--- src/rtl/loader_pkg.sv ---
// Shared types and constants for the instruction loader.
// The CSUM state is always declared; it is only reachable when LOADER_CHECKSUM_EN is defined.
package loader_pkg;

    typedef enum logic [2:0] {
        HDR_HI,
        HDR_LO,
        DATA,
        CSUM,
        RUN,
        ERR
    } loaderStateT;

    localparam int HDR_BYTES      = 2;
    localparam int BYTES_PER_WORD = 4;

endpackage

--- src/rtl/ins_word_assembler.sv ---
// Packs accepted payload bytes MSB-first into 32-bit words.
// The running XOR of payload bytes exists only when LOADER_CHECKSUM_EN is defined.
module ins_word_assembler
    import loader_pkg::*;
(
    input  logic        i_clk,
    input  logic        i_rst,
    input  logic        i_clear,
    input  logic        i_valid,
    input  logic [7:0]  i_byte,
    output logic [31:0] o_word,
    output logic        o_wordDone
`ifdef LOADER_CHECKSUM_EN
    ,
    output logic [7:0]  o_xor
`endif
);

    localparam int IDX_W = $clog2(BYTES_PER_WORD);

    logic [IDX_W-1:0] r_byteIdx;
    logic [23:0]      r_shift;

    // Only the first three bytes are staged; the fourth is combined directly
    // so the finished word is available in the cycle its last byte arrives.
    assign o_wordDone = i_valid && (r_byteIdx == IDX_W'(BYTES_PER_WORD - 1));
    assign o_word     = {r_shift, i_byte};

    always_ff @(posedge i_clk) begin
        if (i_rst || i_clear) begin
            r_byteIdx <= '0;
            r_shift   <= '0;
        end else if (i_valid) begin
            r_byteIdx <= r_byteIdx + IDX_W'(1);
            r_shift   <= {r_shift[15:0], i_byte};
        end
    end

`ifdef LOADER_CHECKSUM_EN
    logic [7:0] r_xor;

    assign o_xor = r_xor;

    always_ff @(posedge i_clk) begin
        if (i_rst || i_clear) begin
            r_xor <= '0;
        end else if (i_valid) begin
            r_xor <= r_xor ^ i_byte;
        end
    end
`endif

endmodule

--- src/rtl/ins_loader.sv ---
// Byte-stream program loader feeding instruction memory; holds the core in reset until loaded.
// Define LOADER_CHECKSUM_EN to require a trailing XOR checksum byte after the payload.
module ins_loader
    import loader_pkg::*;
#(
    parameter int unsigned MAX_WORDS = 256
) (
    input  logic        CLK,
    input  logic        RST,
    input  logic [7:0]  in_data,
    input  logic        in_valid,
    output logic        in_ready,
    input  logic        LOAD,
    output logic [31:0] W_Ins,
    output logic        WE,
    output logic [31:0] W_Addr,
    output logic        CPU_RST,
    output logic        DONE,
    output logic        ERROR,
    output logic [15:0] LOADED
);

    localparam int IDXW = $clog2(MAX_WORDS + 1);

`ifdef LOADER_CHECKSUM_EN
    localparam loaderStateT PAYLOAD_END = CSUM;
`else
    localparam loaderStateT PAYLOAD_END = RUN;
`endif

    loaderStateT     r_state;
    loaderStateT     w_stateNext;
    logic [7:0]      r_nHi;
    logic [15:0]     r_n;
    logic [IDXW-1:0] r_wordIdx;
    logic [IDXW-1:0] w_idxNext;
    logic [31:0]     r_wIns;
    logic [31:0]     r_wAddr;
    logic            r_we;

    logic            w_inReady;
    logic            w_xfer;
    logic            w_restart;
    logic            w_asmValid;
    logic [15:0]     w_nFull;
    logic [31:0]     w_word;
    logic            w_wordDone;
`ifdef LOADER_CHECKSUM_EN
    logic [7:0]      w_xor;
`endif

    assign w_inReady  = !RST && ((r_state == HDR_HI) || (r_state == HDR_LO) ||
                                 (r_state == DATA)   || (r_state == CSUM));
    assign w_xfer     = in_valid && w_inReady;
    assign w_asmValid = w_xfer && (r_state == DATA);
    assign w_nFull    = {r_nHi, in_data};
    assign w_idxNext  = r_wordIdx + IDXW'(1);

    ins_word_assembler u_assembler (
        .i_clk      (CLK),
        .i_rst      (RST),
        .i_clear    (w_restart),
        .i_valid    (w_asmValid),
        .i_byte     (in_data),
        .o_word     (w_word),
        .o_wordDone (w_wordDone)
`ifdef LOADER_CHECKSUM_EN
        ,
        .o_xor      (w_xor)
`endif
    );

    always_comb begin
        w_stateNext = r_state;
        w_restart   = 1'b0;
        case (r_state)
            HDR_HI: begin
                if (w_xfer) w_stateNext = HDR_LO;
            end
            HDR_LO: begin
                if (w_xfer) begin
                    if (32'(w_nFull) > MAX_WORDS) w_stateNext = ERR;
                    else if (w_nFull == 16'd0)    w_stateNext = PAYLOAD_END;
                    else                          w_stateNext = DATA;
                end
            end
            DATA: begin
                if (w_wordDone && (16'(w_idxNext) == r_n)) w_stateNext = PAYLOAD_END;
            end
`ifdef LOADER_CHECKSUM_EN
            CSUM: begin
                if (w_xfer) w_stateNext = (in_data == w_xor) ? RUN : ERR;
            end
`endif
            RUN, ERR: begin
                if (LOAD) begin
                    w_restart   = 1'b1;
                    w_stateNext = HDR_HI;
                end
            end
            default: w_stateNext = HDR_HI;
        endcase
    end

    // WE is delayed one cycle behind the completing byte, so the address
    // captured here is the index before it advances.
    always_ff @(posedge CLK) begin
        if (RST) begin
            r_state   <= HDR_HI;
            r_nHi     <= '0;
            r_n       <= '0;
            r_wordIdx <= '0;
            r_wIns    <= '0;
            r_wAddr   <= '0;
            r_we      <= 1'b0;
        end else begin
            r_state <= w_stateNext;
            r_we    <= w_wordDone;
            if ((r_state == HDR_HI) && w_xfer) r_nHi <= in_data;
            if ((r_state == HDR_LO) && w_xfer) r_n   <= w_nFull;
            if (w_restart) begin
                r_wordIdx <= '0;
            end else if (w_wordDone) begin
                r_wordIdx <= w_idxNext;
                r_wIns    <= w_word;
                r_wAddr   <= 32'({r_wordIdx, 2'b00});
            end
        end
    end

    assign in_ready = w_inReady;
    assign W_Ins    = r_wIns;
    assign WE       = r_we;
    assign W_Addr   = r_wAddr;
    assign CPU_RST  = (r_state != RUN);
    assign DONE     = (r_state == RUN);
    assign ERROR    = (r_state == ERR);
    assign LOADED   = 16'(r_wordIdx);

endmodule
--- config.mk ---
export PLATFORM = sky130hd
export DESIGN_NAME = ins_loader
export DESIGN_NICKNAME = d
export VERILOG_FILES = /design/src/rtl/loader_pkg.sv /design/src/rtl/ins_word_assembler.sv /design/src/rtl/ins_loader.sv
export SDC_FILE = /design/constraint.sdc
export NUM_CORES = 1
export LEC_CHECK = 0
export CAP_MARGIN = 30
export CORE_UTILIZATION = 54
export DETAILED_ROUTE_END_ITERATION = 10
export PLACE_DENSITY = 0.95
export SLEW_MARGIN = 20
export SYNTH_ARGS = -nofsm -noshare
export SYNTH_HDL_FRONTEND = slang
export SYNTH_SLANG_ARGS = --single-unit
--- constraint.sdc ---
create_clock -name CLK -period 5.1 [get_ports CLK]
set_clock_uncertainty 0.15 [all_clocks]
set_input_delay 1.02 -clock CLK [delete_from_list [all_inputs] [get_ports CLK]]
set_output_delay 1.02 -clock CLK [all_outputs]
set_load 0.02 [all_outputs]
Word level (Yosys, flattened, before mapping):

Index checks and enable logic that the tools add are counted.

* register bits after elaboration: 104
* output and inout bits: 85

* add/subtract/negate cells: 2
* $lt $le $gt $ge: 1
* equal/unequal tests: 12
* multiplexer cells: 9
* bitwise logic cells: 1
* reduce and logical (&&, ||, !) cells: 18

Operators with widths (number)
* $mux 3: 6
* $eq 9x16->1: 1
* $gt 16x9->1 const B: 1
* $logic_not 16->1: 1
* $pmux 3 s4: 1
* $add 9x1->9 const B: 1
* $logic_and 1x1->1: 7
* $eq 3x2->1 const B: 2
* $eq 3x3->1 const B: 2
* $ne 2x2->1 const B: 3
* $logic_or 1x1->1: 4
* $reduce_and 4->1: 1
* $reduce_or 2->1: 2
* $eq 3x1->1 const B: 1
* $logic_not 3->1: 1
* $ne 3x3->1 const B: 1
* $add 2x1->2 const B: 1
* $eq 2x2->1 const B: 1
* $mux 1: 2
* $ne 2x1->1 const B: 1
* $reduce_and 2->1: 1
* $logic_not 1->1: 1
* $not 1->1: 1

Longest topological paths before layout:

Gate-level depths: netlist of run 1.

* depth after elaboration: 11
* mapped depth: 9
* mapped depth without buffers: 7

Cells and area by module:

From an unflattened synthesis of run 1, not the netlist that was laid out.

* cell total of the unflattened synthesis: 508
* area, all modules: 4514.3 um^2

By module, submodules not included
* ins_loader: times used 1, cells an instance 413, area an instance 3474.6 um^2, seq. area each 1561.5 um^2
* ins_word_assembler: times used 1, cells an instance 95, area an instance 1039.7 um^2, seq. area each 520.5 um^2

Worst setup path after synthesis of run 1:

OpenSTA, ideal clock, no wires.

* kind: input to output
* start point: input RST
* end point: output in_ready
* data arrival time: 1.970 ns
* path slack: 1.960 ns
* stages: 4
* buffers on the path: 3
* cells stage by stage: clkbuf_1 > clkbuf_1 > buf_1 > nor2_1

* cells in the longest elaborated chain, start to end: 2

Ends and longest elaborated chain
* from (decl): line ins_loader.sv:9 `input logic RST,`
* $logic_not 1->1: line ins_loader.sv:52 `assign w_inReady = !RST && ((r_state == HDR_HI) || (r_state == HDR_LO) ||`
* $logic_and 1x1->1: line ins_loader.sv:52
* to (decl): line ins_loader.sv:12 `output logic in_ready,`

Every way passes these cells.

Worst setup path in the final report of run 1:

Same ends and word-level chain as after synthesis.

==> results of run 1 <==
==> registers in the layout, indices dropped and copies added (netlist names) <==
| signal | flops |
|---|---|
| u_assembler.r_byteIdx | 2 |
| r_wordIdx | 9 |
| r_n | 16 |
| r_nHi | 8 |
| W_Ins | 32 |
| W_Addr | 9 |
| r_state | 3 |
| WE | 1 |
| u_assembler.r_shift | 24 |
==> logic make-up (layout without fill, tap and decap cells) <==
group / count (synthesis) / count (layout)
AO/OA/AOI/OAI: 88 / 88
other: 1 / 30
buffers and inverters: 71 / 91
adder cells (fa/ha/maj): 2 / 2
AND/OR/NAND/NOR: 235 / 235
multiplexers: 25 / 25
flip-flops: 104 / 104
XOR/XNOR: 16 / 16
==> tightest hold or removal path, delay by kind of cell (launching register included) <==
kind | cells | cell delay [ns]
compound gates | 1 | 0.05
flops | 1 | 0.32
simple gates | 1 | 0.05
==> layout by cell type, fill, tap and decap left out, drive strengths merged, types with 6 or more instances in the layout <==
cell type      netlist  layout
a21oi               73      73
buf                 41       8
clkbuf              27      11
clkdlybuf4s50        0      65
conb                 1      30
dfxtp              104     104
mux2i               24      24
nand2              145     145
nor2                45      45
nor2b                6       6
nor4                 8       8
xnor2                7       7
xor2                 9       9
==> metal layers <==
metal	wire length (µm)	share of wire [%]	global-route usage, %	up-vias
met5	0	0	0	-
met2	4970	49	42.8	184
met4	300	3.0	12.0	0
met3	780	7.7	5.22	23
met1	4030	40	29.5	1721
li1	-	-	-	1809
==> synthesized netlist by cell type <==
library cell	count
nor4b_1	1
o2bb2ai_1	1
nor3b_2	1
and3_1	1
or3_1	3
a221oi_1	1
nand4_1	3
a2bb2oi_2	1
and3b_1	1
buf_4	30
ha_1	2
nor2b_1	6
o21ai_0	3
a211oi_1	1
xor2_1	9
or4_1	3
conb_1	1
a31oi_1	1
clkbuf_1	27
nor3b_1	2
nor3_1	5
and2_1	1
o21bai_1	1
buf_2	9
nor4_2	2
buf_1	2
nor2_1	45
o311ai_0	1
xnor2_1	7
dfxtp_1	104
nand2_1	145
a21oi_1	73
o22a_1	1
a31o_2	1
nand3_1	5
mux2_2	1
nand2b_1	5
a311oi_1	1
inv_1	3
mux2i_1	24
a21o_1	1
a211oi_2	1
nor4_1	6
==> per-stage QoR <==
step / instance area, µm² / power (mW) / util (%)
2_1_floorplan: 4500 / 0.917 / -
3_3_place_gp: 4950 / 0.922 / 63.4
3_5_place_dp: 4970 / 0.927 / 63.7
4_1_cts: 5160 / 1.41 / 66.1
5_1_grt: 5160 / 1.46 / 66.1
6_report: 5160 / 1.41 / 66.1
==> layout make-up <==
cell class,count,area [µm²],share of cell area (%)
Multi-Input combinational cell,396,2040,39.5
Inverter,3,11.3,0.218
Clock inverter,4,55.1,1.07
Sequential cell,104,2080,40.4
Tap cell,102,128,2.47
Clock buffer,11,131,2.55
Timing Repair Buffer,73,713,13.8
==> report_power, final <==
part | internal, mW | leakage (nW) | total [mW] | switching [mW]
Clock | 0.228 | 0.0900 | 0.500 | 0.272
Sequential | 0.818 | 0.839 | 0.825 | 0.00715
Combinational | 0.0259 | 0.865 | 0.0849 | 0.0590
Total | 1.07 | 1.79 | 1.41 | 0.338
==> worst max path at each step <==
stage / to / cells past startpoint
global route: in_ready / 4
detailed placement: in_ready / 4
global placement: in_ready / 4
CTS: in_ready / 4
floorplan: in_ready / 4
finish: in_ready / 4
==> flow_summary.ini, run 1 <==
[hold_path]
hold_class = flip-flop to flip-flop
hold_end = W_Ins[23]$_SDFFE_PP0P_
hold_start = W_Ins[23]$_SDFFE_PP0P_
holdPathStages = 2

[floorplan]
initial_core_util_pct = 56.3
pin_count = 97
dieWidth_um = 92.2
die-area_um2 = 8500
core_area_um2 = 7810
die_height_um = 92.2
num_rows = 32

[synth]
synth_top_family_by_area = simple AND/OR/NAND/NOR gates
synthAdderAreaFrac_pct = 0.569
synth_simple_gate_area_share_pct = 23.0
yosysUniqueCellTypes = 43
syn-cell-area_um2 = 4390
syn_inst = 542
synth_seq_cells = 104
muxShareOfSynthArea_pct = 5.72
synth.area.top_cells = dfxtp_1 (47%), nand2_1 (12%), a21oi_1 (8.3%)
ys_warn_count = 0
avgSynthCellArea_um2 = 8.11
synth_top_area_share_pct = 47.4
synth_xor_area_share_pct = 3.19
synth_compound_area_share_pct = 11.1
seq_area_frac_synth_pct = 47.4
yosysTopAreaCell = dfxtp_1

[sta]
drv_slew = 0
period_share_pct = 74.5
finalSetupViolations = 0
clock.fmax_mhz = 263
rsz0062_at_grt = no
worst_slack_ns = 1.30
tns_ns = 0
worst_pin_slew_ns = 0.950
hold_viol = 0
period_needed_ns = 3.80
holdWs_ns = 0.310
relSlewSlack_pct = 36.6

[routing]
wl_per_cell_um = 14.5
drt-initial-drc-count = 327
drt_wl_total_um = 10100
post-route-drc-count = 0
first_pass_iters = 5
viasPerCell = 5.39
final_antenna_net_count = 0
vias = 3737

[global_route]
grt_pass1_wl_um = 16700
grt_max_degree = 39
overflow = 0
grt_pass1_vias = 3566
antenna_found_initial = 0
grt_util_all_layers_pct = 24.9

[cts]
ctsResizeCount = 0
clk-insertion-delay-late_ns = 0.37
clkTransAtPathRegs_ns = 0.09
cts_root_buf = clkbuf_8
ctsHoldBuffers = 0
cts_tree = yes
cts.sinks = 104
htree_levels = 3
clockBufferDepth = 2
cts_setup_buffers = 0
numCtsBuffers = 9

[critical_path]
crit_buf_inv = 3
cp_slowest_cell = clkdlybuf4s50_1
criticalPathCategory = input port to output port
reg2reg_to = r_state[2]$_SDFFE_PP0P_
required_ns = 3.93
startpoint = RST
reg2reg_depth = 7
r2r_setup_slack_ns = 2.34
arrival_ns = 2.63
crit_path_max_incr_delay_ns = 0.56
worstReg2RegStart = r_wordIdx[0]$_SDFFE_PP0P_
critical_path.top_delay_family = buffers and inverters
crit_path_end_kind = output port
crit_chain = buf_2 -> buf_4 -> nor2_1 -> clkdlybuf4s50_1
cp_max_fo = 38
worst_setup_path_start_kind = input port

[run]
cap_viol_max_count = 0

[status]
status = completed

[placed_design]
gp_congestion = 0.875
io_buffers = 66
dp_hpwl_um = 6930
place_inst = 678
post-place-ws_ns = 1.32

[cells_and_area]
drive_above_1_share_pct = 4.91
fill_cells = 633
area_growth_pct = 17.4
nNetsFinal = 601
diodes = 0
fin_cells = 693

[power]
power_density_nw_per_um2 = 273
leakagePower_nw = 1.79
peakVddDrop_mv = 0.198
No activity file was read; power rests on OpenSTA's default activity.
==> inputs of run 2 (changes only) <==
CORE_UTILIZATION = 45   (was 54)
PLACE_DENSITY = 0.86   (was 0.95)
clock period = 3.3 ns   (was 5.1 ns; I/O delays follow)
==> run 2 against run 1 <==
Compared with the run above: cell count rose by 4.8%; first-iteration DRC count fell by 38%; register-to-register slack got worse by 1.8 ns; combinational power rose by 54%; sequential share of layout area fell by 0.63 points; flip-flop and latch count did not move; global-route usage fell by 4.6 points; via count fell by 0.83%; routed wire length fell by 0.12%; largest cell class unchanged; largest power group unchanged.
==> flow_summary.ini, run 2 (same netlist as run 1, synthesis figures left out) <==
[critical_path]
cp_max_fo = 11
crit_path_max_incr_delay_ns = 0.59
worstReg2RegStart = r_wordIdx[1]$_SDFFE_PP0P_
worst_setup_path_start_kind = flip-flop
r2r_setup_slack_ns = 0.57
required_ns = 2.49
critical_path.top_delay_family = buffers and inverters
reg2reg_depth = 7
crit_buf_inv = 2
crit_chain = nor2b_1 -> nand2b_1 -> inv_1 -> clkdlybuf4s50_1
cp_slowest_cell = dfxtp_1
cp.depth = 4
reg2reg_to = r_state[2]$_SDFFE_PP0P_
crit_path_end_kind = output port
arrival_ns = 2.03
criticalPathCategory = flip-flop to output port

[sta]
period_share_pct = 86.0
rsz0062_at_grt = no
period_needed_ns = 2.84
clock.fmax_mhz = 353
finalSetupViolations = 0
drv_slew = 0
hold_viol = 0
tns_ns = 0

[global_route]
grt_util_all_layers_pct = 20.3
grt_max_degree = 38
grt_pass1_vias = 3352
overflow = 0
antenna_found_initial = 0
grt_pass1_wl_um = 16100

[floorplan]
die_height_um = 101
dieWidth_um = 101
num_rows = 35
core_area_um2 = 9330
pin_count = 97
die-area_um2 = 10200
initial_core_util_pct = 47.1

[hold_path]
hold_class = flip-flop to flip-flop
holdPathStages = 2
hold_start = u_assembler.r_shift[19]$_SDFFE_PP0P_
hold_end = u_assembler.r_shift[19]$_SDFFE_PP0P_

[cells_and_area]
final_area_um2 = 5240
final_common_cell = nand2_1
post-route-util_pct = 56.2
largest_register_ffs = 32
seq_area_um2 = 2080
multiInputGateArea_um2 = 2040
mostFrequentLayoutCells = nand2_1 (145), dfxtp_1 (104), a21oi_1 (73)
area_growth_pct = 19.2
drive_above_1_share_pct = 6.20
nNetsFinal = 606
diodes = 0
fill_cells = 833

[power]
p_seq_share_pct = 57.6
power_density_nw_per_um2 = 423
switching_share_pct = 24.9
peakVddDrop_mv = 0.360
leakagePower_nw = 1.83
switching_power_mw = 0.552
intPower_mw = 1.66
combPwrFrac_pct = 5.9
power_frac_clock_pct = 36.5

[run]
cap_viol_max_count = 0

[placed_design]
place_area_um2 = 5040
dp_hpwl_um = 7090
io_buffers = 66
gp_congestion = 0.941

[cts]
cts_setup_buffers = 0
cts_tree = yes
clk-insertion-delay-late_ns = 0.37
htree_levels = 3
ctsResizeCount = 0
numCtsBuffers = 9
cts.sinks = 104
clockBufferDepth = 2
clkTransAtPathRegs_ns = 0.10
ctsHoldBuffers = 0
cts_root_buf = clkbuf_8

[routing]
final_antenna_net_count = 0
drt_wl_total_um = 10100
drt-initial-drc-count = 202
viasPerCell = 5.10
first_pass_iters = 4
post-route-drc-count = 0
vias = 3706
wl_per_cell_um = 13.9

[status]
status = completed
==> run 2: power by group through the flow <==
| stage | Combinational [mW] | Clock [mW] | Sequential (mW) |
|---|---|---|---|
| after global placement | 0.127 | 0 | 1.30 |
| after CTS | 0.130 | 0.824 | 1.27 |
| after global routing | 0.142 | 0.871 | 1.28 |
| final | 0.131 | 0.809 | 1.27 |
| after detailed placement | 0.130 | 0 | 1.30 |
| after floorplan | 0.120 | 0 | 1.30 |
==> run 2: stage by stage <==
step / setup slack [ns] / power (mW) / std cells / hold WS, ns
4_1_cts: 0.471 / 2.23 / 726 / 0.312
5_1_grt: 0.325 / 2.29 / 726 / 0.333
2_1_floorplan: 0.767 / 1.42 / 571 / 0.282
6_report: 0.464 / 2.22 / 726 / 0.308
3_3_place_gp: 0.577 / 1.43 / 710 / 0.293
3_5_place_dp: 0.425 / 1.43 / 710 / 0.297
==> run 2: final cells by class <==
| cell class | instances | area share, % |
|---|---|---|
| Clock buffer | 9 | 2.36 |
| Clock inverter | 7 | 1.48 |
| Inverter | 3 | 0.215 |
| Multi-Input combinational cell | 396 | 38.9 |
| Sequential cell | 104 | 39.7 |
| Tap cell | 129 | 3.08 |
| Timing Repair Buffer | 78 | 14.2 |
==> run 2: worst max path at each step <==
stage	from	end	slack [ns]
CTS	r_state[2]$_SDFFE_PP0P_	DONE	0.47
global placement	in_valid	r_wordIdx[2]$_SDFFE_PP0P_	0.58
finish	r_state[2]$_SDFFE_PP0P_	DONE	0.46
floorplan	r_wordIdx[0]$_SDFFE_PP0P_	r_state[2]$_SDFFE_PP0P_	0.77
detailed placement	in_valid	r_state[2]$_SDFFE_PP0P_	0.42
global route	r_state[2]$_SDFFE_PP0P_	DONE	0.32
==> run 2: per-layer routing <==
metal | global-route usage [%] | part of all wire (%) | vias up
li1 | - | - | 1823
met1 | 26.4 | 45 | 1731
met2 | 33.1 | 47 | 136
met3 | 5.06 | 7.1 | 16
met4 | 6.69 | 1.6 | 0
met5 | 0 | 0 | -
==> run 2: worst register-to-register path: stages, from the launching register on <==
cell and delay [ns]:
dfxtp_1 0.46, ha_1 0.29, nand3_1 0.19, nor2_1 0.22
mux2_2 0.35, o22a_1 0.18, or4_1 0.53, a211oi_1 0.26
==> inputs of run 3 (changes only) <==
HOLD_SLACK_MARGIN = 0.03   (was not set)
==> results of run 3 <==
Same layout as run 2: the final DEF is identical, and so are final timing and power.
